## config.mk

```make
export PLATFORM = sky130hd
export DESIGN_NAME = not_gate_arbiter
export DESIGN_NICKNAME = d
export VERILOG_FILES = /design/src/rtl/not_gate_arb_pkg.sv /design/src/rtl/not_gate.sv /design/src/rtl/rr_arbiter.sv /design/src/rtl/not_gate_arbiter.sv
export SDC_FILE = /design/constraint.sdc
export NUM_CORES = 1
export LEC_CHECK = 0
export CAP_MARGIN = 20
export CORE_MARGIN = 5
export CORE_UTILIZATION = 60
export DETAILED_ROUTE_END_ITERATION = 10
export DONT_BUFFER_PORTS = 1
export PLACE_DENSITY_LB_ADDON = 0.08
export SYNTH_ARGS = -nofsm -noshare
export SYNTH_HDL_FRONTEND = slang
export SYNTH_HIERARCHICAL = 1
export SYNTH_SLANG_ARGS = --single-unit
```

## constraint.sdc

```tcl
create_clock -name CLK -period 2.3 [get_ports CLK]
set_input_delay 0.345 -clock CLK [delete_from_list [all_inputs] [get_ports CLK]]
set_output_delay 0.345 -clock CLK [all_outputs]
set_load 0.02 [all_outputs]
```

## src/rtl/not_gate_arb_pkg.sv

```systemverilog
// Shared types and helpers for the not_gate_arbiter slice.
// Optional build macro: NOT_ARB_FIXED_PRIO_EN (fixed-priority grant instead of round-robin).
package not_gate_arb_pkg;

    typedef enum logic {
        ST_IDLE = 1'b0,
        ST_HOLD = 1'b1
    } state_t;

    // Index width for n requesters; a single requester still needs a 1-bit ID.
    function automatic int id_width(input int n);
        return (n <= 1) ? 1 : $clog2(n);
    endfunction

endpackage

```

## src/rtl/not_gate.sv

```systemverilog
// Parameterized bitwise inverter shared by all requesters.
module not_gate #(
    parameter int WIDTH = 8
) (
    input  logic [WIDTH-1:0] i_a,
    output logic [WIDTH-1:0] o_y
);

    assign o_y = ~i_a;

endmodule

```

## src/rtl/rr_arbiter.sv

```systemverilog
// Combinational grant: round-robin from PTR, or lowest index when NOT_ARB_FIXED_PRIO_EN is defined.
module rr_arbiter
    import not_gate_arb_pkg::*;
#(
    parameter  int NUM_REQ = 4,
    localparam int ID_W    = id_width(NUM_REQ)
) (
    input  logic [NUM_REQ-1:0] REQ_VALID,
    input  logic [ID_W-1:0]    PTR,
    output logic [NUM_REQ-1:0] GNT,
    output logic [ID_W-1:0]    GNT_IDX
);

`ifdef NOT_ARB_FIXED_PRIO_EN
    logic w_unused_ptr;
    assign w_unused_ptr = ^PTR;

    always_comb begin
        logic w_found;
        // NOTE: every combinational output gets a default first so no path can infer a latch.
        GNT     = '0;
        GNT_IDX = '0;
        w_found = 1'b0;
        for (int k = 0; k < NUM_REQ; k++) begin
            if (!w_found && REQ_VALID[k]) begin
                w_found = 1'b1;
                GNT_IDX = ID_W'(k);
            end
        end
        if (w_found) GNT = NUM_REQ'(1) << GNT_IDX;
    end
`else
    logic [2*NUM_REQ-1:0] w_dbl;
    logic [NUM_REQ-1:0]   w_rot;

    // Rotate so that bit 0 of w_rot is requester PTR; the first set bit is then the winner.
    assign w_dbl = {REQ_VALID, REQ_VALID} >> PTR;
    assign w_rot = w_dbl[NUM_REQ-1:0];

    always_comb begin
        logic w_found;
        int   w_idx;
        GNT     = '0;
        GNT_IDX = '0;
        w_found = 1'b0;
        w_idx   = 0;
        for (int k = 0; k < NUM_REQ; k++) begin
            if (!w_found && w_rot[k]) begin
                w_found = 1'b1;
                w_idx   = int'(PTR) + k;
                if (w_idx >= NUM_REQ) w_idx = w_idx - NUM_REQ;
                GNT_IDX = ID_W'(w_idx);
            end
        end
        if (w_found) GNT = NUM_REQ'(1) << GNT_IDX;
    end
`endif

endmodule

```

## src/rtl/not_gate_arbiter.sv

```systemverilog
// Shares one inverter among NUM_REQ requesters; registered response tagged with the winner's ID.
// Build macro NOT_ARB_FIXED_PRIO_EN selects fixed priority and removes the round-robin pointer.
module not_gate_arbiter
    import not_gate_arb_pkg::*;
#(
    parameter  int WIDTH   = 8,
    parameter  int NUM_REQ = 4,
    localparam int ID_W    = id_width(NUM_REQ)
) (
    input  logic                     CLK,
    input  logic                     RSTn,
    input  logic [NUM_REQ-1:0]       REQ_VALID,
    input  logic [NUM_REQ*WIDTH-1:0] REQ_DATA,
    output logic [NUM_REQ-1:0]       REQ_READY,
    output logic                     RSP_VALID,
    output logic [WIDTH-1:0]         RSP_DATA,
    output logic [ID_W-1:0]          RSP_ID,
    input  logic                     RSP_READY
);

    state_t             r_state;
    logic [WIDTH-1:0]   r_rsp_data;
    logic [ID_W-1:0]    r_rsp_id;
    logic [ID_W-1:0]    w_ptr;
    logic [NUM_REQ-1:0] w_gnt;
    logic [ID_W-1:0]    w_gnt_idx;
    logic               w_can_accept;
    logic               w_accept;
    logic [WIDTH-1:0]   w_words [NUM_REQ];
    logic [WIDTH-1:0]   w_inv;

    for (genvar g = 0; g < NUM_REQ; g++) begin : g_unpack
        assign w_words[g] = REQ_DATA[g*WIDTH +: WIDTH];
    end

    rr_arbiter #(
        .NUM_REQ (NUM_REQ)
    ) u_arb (
        .REQ_VALID (REQ_VALID),
        .PTR       (w_ptr),
        .GNT       (w_gnt),
        .GNT_IDX   (w_gnt_idx)
    );

    not_gate #(
        .WIDTH (WIDTH)
    ) u_not (
        .i_a (w_words[w_gnt_idx]),
        .o_y (w_inv)
    );

    // Ready depends only on state and downstream ready, never on RSP_VALID combinationally.
    assign w_can_accept = (r_state == ST_IDLE) | RSP_READY;
    assign REQ_READY    = RSTn ? (w_gnt & {NUM_REQ{w_can_accept}}) : '0;
    assign w_accept     = |REQ_READY;

    always_ff @(posedge CLK) begin
        // NOTE: sequential state uses non-blocking assignments so every register samples pre-edge values.
        if (!RSTn) begin
            r_state    <= ST_IDLE;
            r_rsp_data <= '0;
            r_rsp_id   <= '0;
        end else if (w_accept) begin
            r_state    <= ST_HOLD;
            r_rsp_data <= w_inv;
            r_rsp_id   <= w_gnt_idx;
        end else if (r_state == ST_HOLD && RSP_READY) begin
            r_state    <= ST_IDLE;
        end
    end

`ifdef NOT_ARB_FIXED_PRIO_EN
    assign w_ptr = '0;
`else
    logic [ID_W-1:0] r_ptr;

    always_ff @(posedge CLK) begin
        if (!RSTn) begin
            r_ptr <= '0;
        end else if (w_accept) begin
            r_ptr <= (w_gnt_idx == ID_W'(NUM_REQ - 1)) ? '0 : w_gnt_idx + ID_W'(1);
        end
    end

    assign w_ptr = r_ptr;
`endif

    assign RSP_VALID = (r_state == ST_HOLD);
    assign RSP_DATA  = r_rsp_data;
    assign RSP_ID    = r_rsp_id;

endmodule

```

==> impl_metrics.yaml <==
min_path:
  worstHoldPathType: "primary input to flip-flop"
  worstHoldEndpoint: "RSP_DATA[6]$_SDFFE_PN0P_"
  hp-start: "RSTn"
  hold_depth: 2
synthesis:
  synth-seq-cells: 13
  seq_area_frac_synth_pct: 26.1
  yosysUniqueCellTypes: 29
  synth_top_cell_area_share_pct: 26.1
  syn_nets: 155
  syn_inst: 115
  syn_avg_cell_area_um2: 8.67
  yosys-top-cells-area: "dfxtp_1, mux4_2, o21ai_2, nand4_1, inv_1"
  yosysTopAreaCell: "dfxtp_1"
  yosysWarnings: 6
  syn_area_um2: 997
worst_setup_path:
  crit_fanout: 13
  r2r_start: "r_ptr[1]$_SDFFE_PN0P_"
  critPathMaxStageDelay_ns: 0.56
  cp-end-kind: "flip-flop"
  crit_required_ns: 2.47
  arrival_ns: 2.28
  r2r_cells: 7
  critical_path_class: "flip-flop to flip-flop"
  slowest_stage: "dfxtp_1"
  r2r_end: "RSP_DATA[5]$_SDFFE_PN0P_"
  crit_start: "r_ptr[1]$_SDFFE_PN0P_"
  reg2reg_slack_ns: 0.19
  crit_path_start_kind: "flip-flop"
  crit_chain: "nor2_1 > a221oi_1 > nor2b_1 > or4_4 > buf_4 > nand4_1 > o21ai_2"
final_layout:
  syn_to_final_growth_pct: 1.00
  fin_nets: 151
  layout_common_cells: "dfxtp_1, nand2_1, inv_1, nand4_1, o21ai_2"
  antenna_cells: 0
  drive_gt1_share_pct: 27.3
  fill_cells: 129
  multiInputGateArea_um2: 637
  post-route-util_pct: 65.3
  area.sequential_um2: 260
drt:
  drtAntennaViolNets: 0
  vias: 841
  dr.pass1.iters: 4
  drt_iter0_drc: 12
  drc: 0
  wl_um: 2220
  wl_per_cell_um: 17.6
  vias_per_cell: 6.67
power_and_ir_drop:
  total_power_mw: 1.25
  swShare_pct: 45.3
  combPwrFrac_pct: 48.8
  power.switching_mw: 0.566
  p_int_mw: 0.682
  ir_drop_v: 0.000665
  clkPwrFrac_pct: 11.4
  p_leak_nw: 0.408
  power_density_mw_per_mm2: 1240
  seq_power_share_pct: 39.7
sta:
  layout_setup_ws_ns: 0.190
  setup_tns_ns: 0
  final_hold_viol_count: 0
  finClkSkew_ns: 0.00375
  finalSetupViolCount: 0
  timing.final.crit_share_pct: 91.7
  finalMaxSlewViolations: 0
  relSlewSlack_pct: 61.9
  rsz0062_at_grt: "false"
  worstMarginPinSlew_ns: 0.572
  max_freq_mhz: 474
  period_needed_ns: 2.11
place:
  io_buffers: 0
  dp_hpwl_um: 1710
  dp_slack_ns: 0.174
  gp_congestion: 0.819
clocking:
  h-tree-depth: 1
  clk_latency_ns: 0.28
  clockRootBuffer: "clkbuf_4"
  numCtsBuffers: 3
  cts.sinks: 13
  cts.clk_slew.worst_paths_ns: 0.08
  post-cts-setup-buffers: 0
  cts_tree: "done"
  cts_buffer_depth: 2
floorplanning:
  coreArea_mm2: 0.00154
  die_y_um: 50.8
  die_area_mm2: 0.00258
  fp-row-count: 14
  fp.dieW_um: 50.8
  start_util_pct: 64.7
  ios: 54
grt:
  grt_pass1_wl_um: 3500
  antenna_found_initial: 0
  grt_usage_pct: 17.2
  grt_max_degree: 31
  grt_pass1_vias: 821
  gr-total-overflow: 0
run_status:
  status: "finished, final reports clean"
flow_run:
  cap_violations: 0
==> cells by family after synthesis <==
logic type,count (synthesis),share of synthesized area [%]
AND/OR/NAND/NOR,43,24.0
AO/OA/AOI/OAI,26,20.2
flip-flops,13,26.1
multiplexers,8,18.1
adder cells (fa/ha/maj),1,1.25
buffers and inverters,24,10.4
==> critical path: cells and delay by family, from the launching register on <==
| family | cells | cell delay [ns] |
|---|---|---|
| and+or+nand+nor | 4 | 0.86 |
| DFF | 1 | 0.56 |
| AOI/OAI and AO/OA | 2 | 0.38 |
| buffers and inverters | 1 | 0.20 |
==> cell usage after synthesis <==
cell,number
buf_1,2
nand2_1,13
and3_4,1
a311oi_1,1
nor3_1,2
nand2b_4,1
inv_1,13
a21oi_2,1
nor2b_1,1
buf_6,1
nand2b_1,3
o21ai_2,10
buf_4,1
a211oi_2,2
a221oi_1,1
ha_1,1
nand4_1,12
buf_2,2
dfxtp_1,13
o21ai_0,4
o211a_1,1
a21oi_1,4
nor2_1,5
a21boi_0,1
or4_4,1
o21ai_1,1
mux4_2,8
clkbuf_1,5
and3_1,4
==> state kept, by name, summed over array words and instances, names as in the netlist <==
register   cells
RSP_DATA       8
RSP_ID         2
RSP_VALID      1
r_ptr          2
==> metal layers <==
layer	global-route usage, %	wire length (um)
met4	3.83	17
met3	7.10	210
met5	0	0
met1	19.3	861
met2	30.0	1130
==> final cells by class <==
| cell class | count | share of cell area, % |
|---|---|---|
| inverter | 13 | 4.84 |
| sequential | 13 | 25.8 |
| clock buffer | 4 | 2.61 |
| timing repair buffer | 2 | 1.49 |
| tap | 16 | 1.99 |
| multi-input combinational | 78 | 63.2 |
==> worst max path at each step <==
stage | to | slack, ns | cells after the start
2_1_floorplan | RSP_DATA[0]$_SDFFE_PN0P_ | 0.36 | 9
3_3_place_gp | RSP_DATA[1]$_SDFFE_PN0P_ | 0.22 | 7
3_5_place_dp | RSP_DATA[1]$_SDFFE_PN0P_ | 0.17 | 7
4_1_cts | RSP_DATA[5]$_SDFFE_PN0P_ | 0.17 | 7
5_1_grt | RSP_DATA[6]$_SDFFE_PN0P_ | 0.03 | 7
6_report | RSP_DATA[5]$_SDFFE_PN0P_ | 0.19 | 7
==> what timing repair did <==
item | in CTS | in global routing
gates resized for setup | 0 | 1
hold buffers | 0 | 0
setup endpoints to repair | 0 | 1
==> metrics by stage <==
stage / cells / hold WS, ns / cell area (um^2)
final: 126 / 0.207 / 1010
after global routing: 126 / 0.197 / 1010
after CTS: 126 / 0.201 / 1000
after detailed placement: 122 / 0.505 / 977
after global placement: 122 / 0.499 / 977
after floorplan: 115 / 0.453 / 997
==> power by group through the flow <==
stage	Combinational (mW)	Sequential (mW)	Clock, mW
after floorplan	0.573	0.460	0
after global placement	0.603	0.502	0
after detailed placement	0.612	0.504	0
after CTS	0.614	0.499	0.147
after global routing	0.685	0.510	0.156
final	0.610	0.496	0.143
Note: power is estimated with default switching activity, not from simulation.
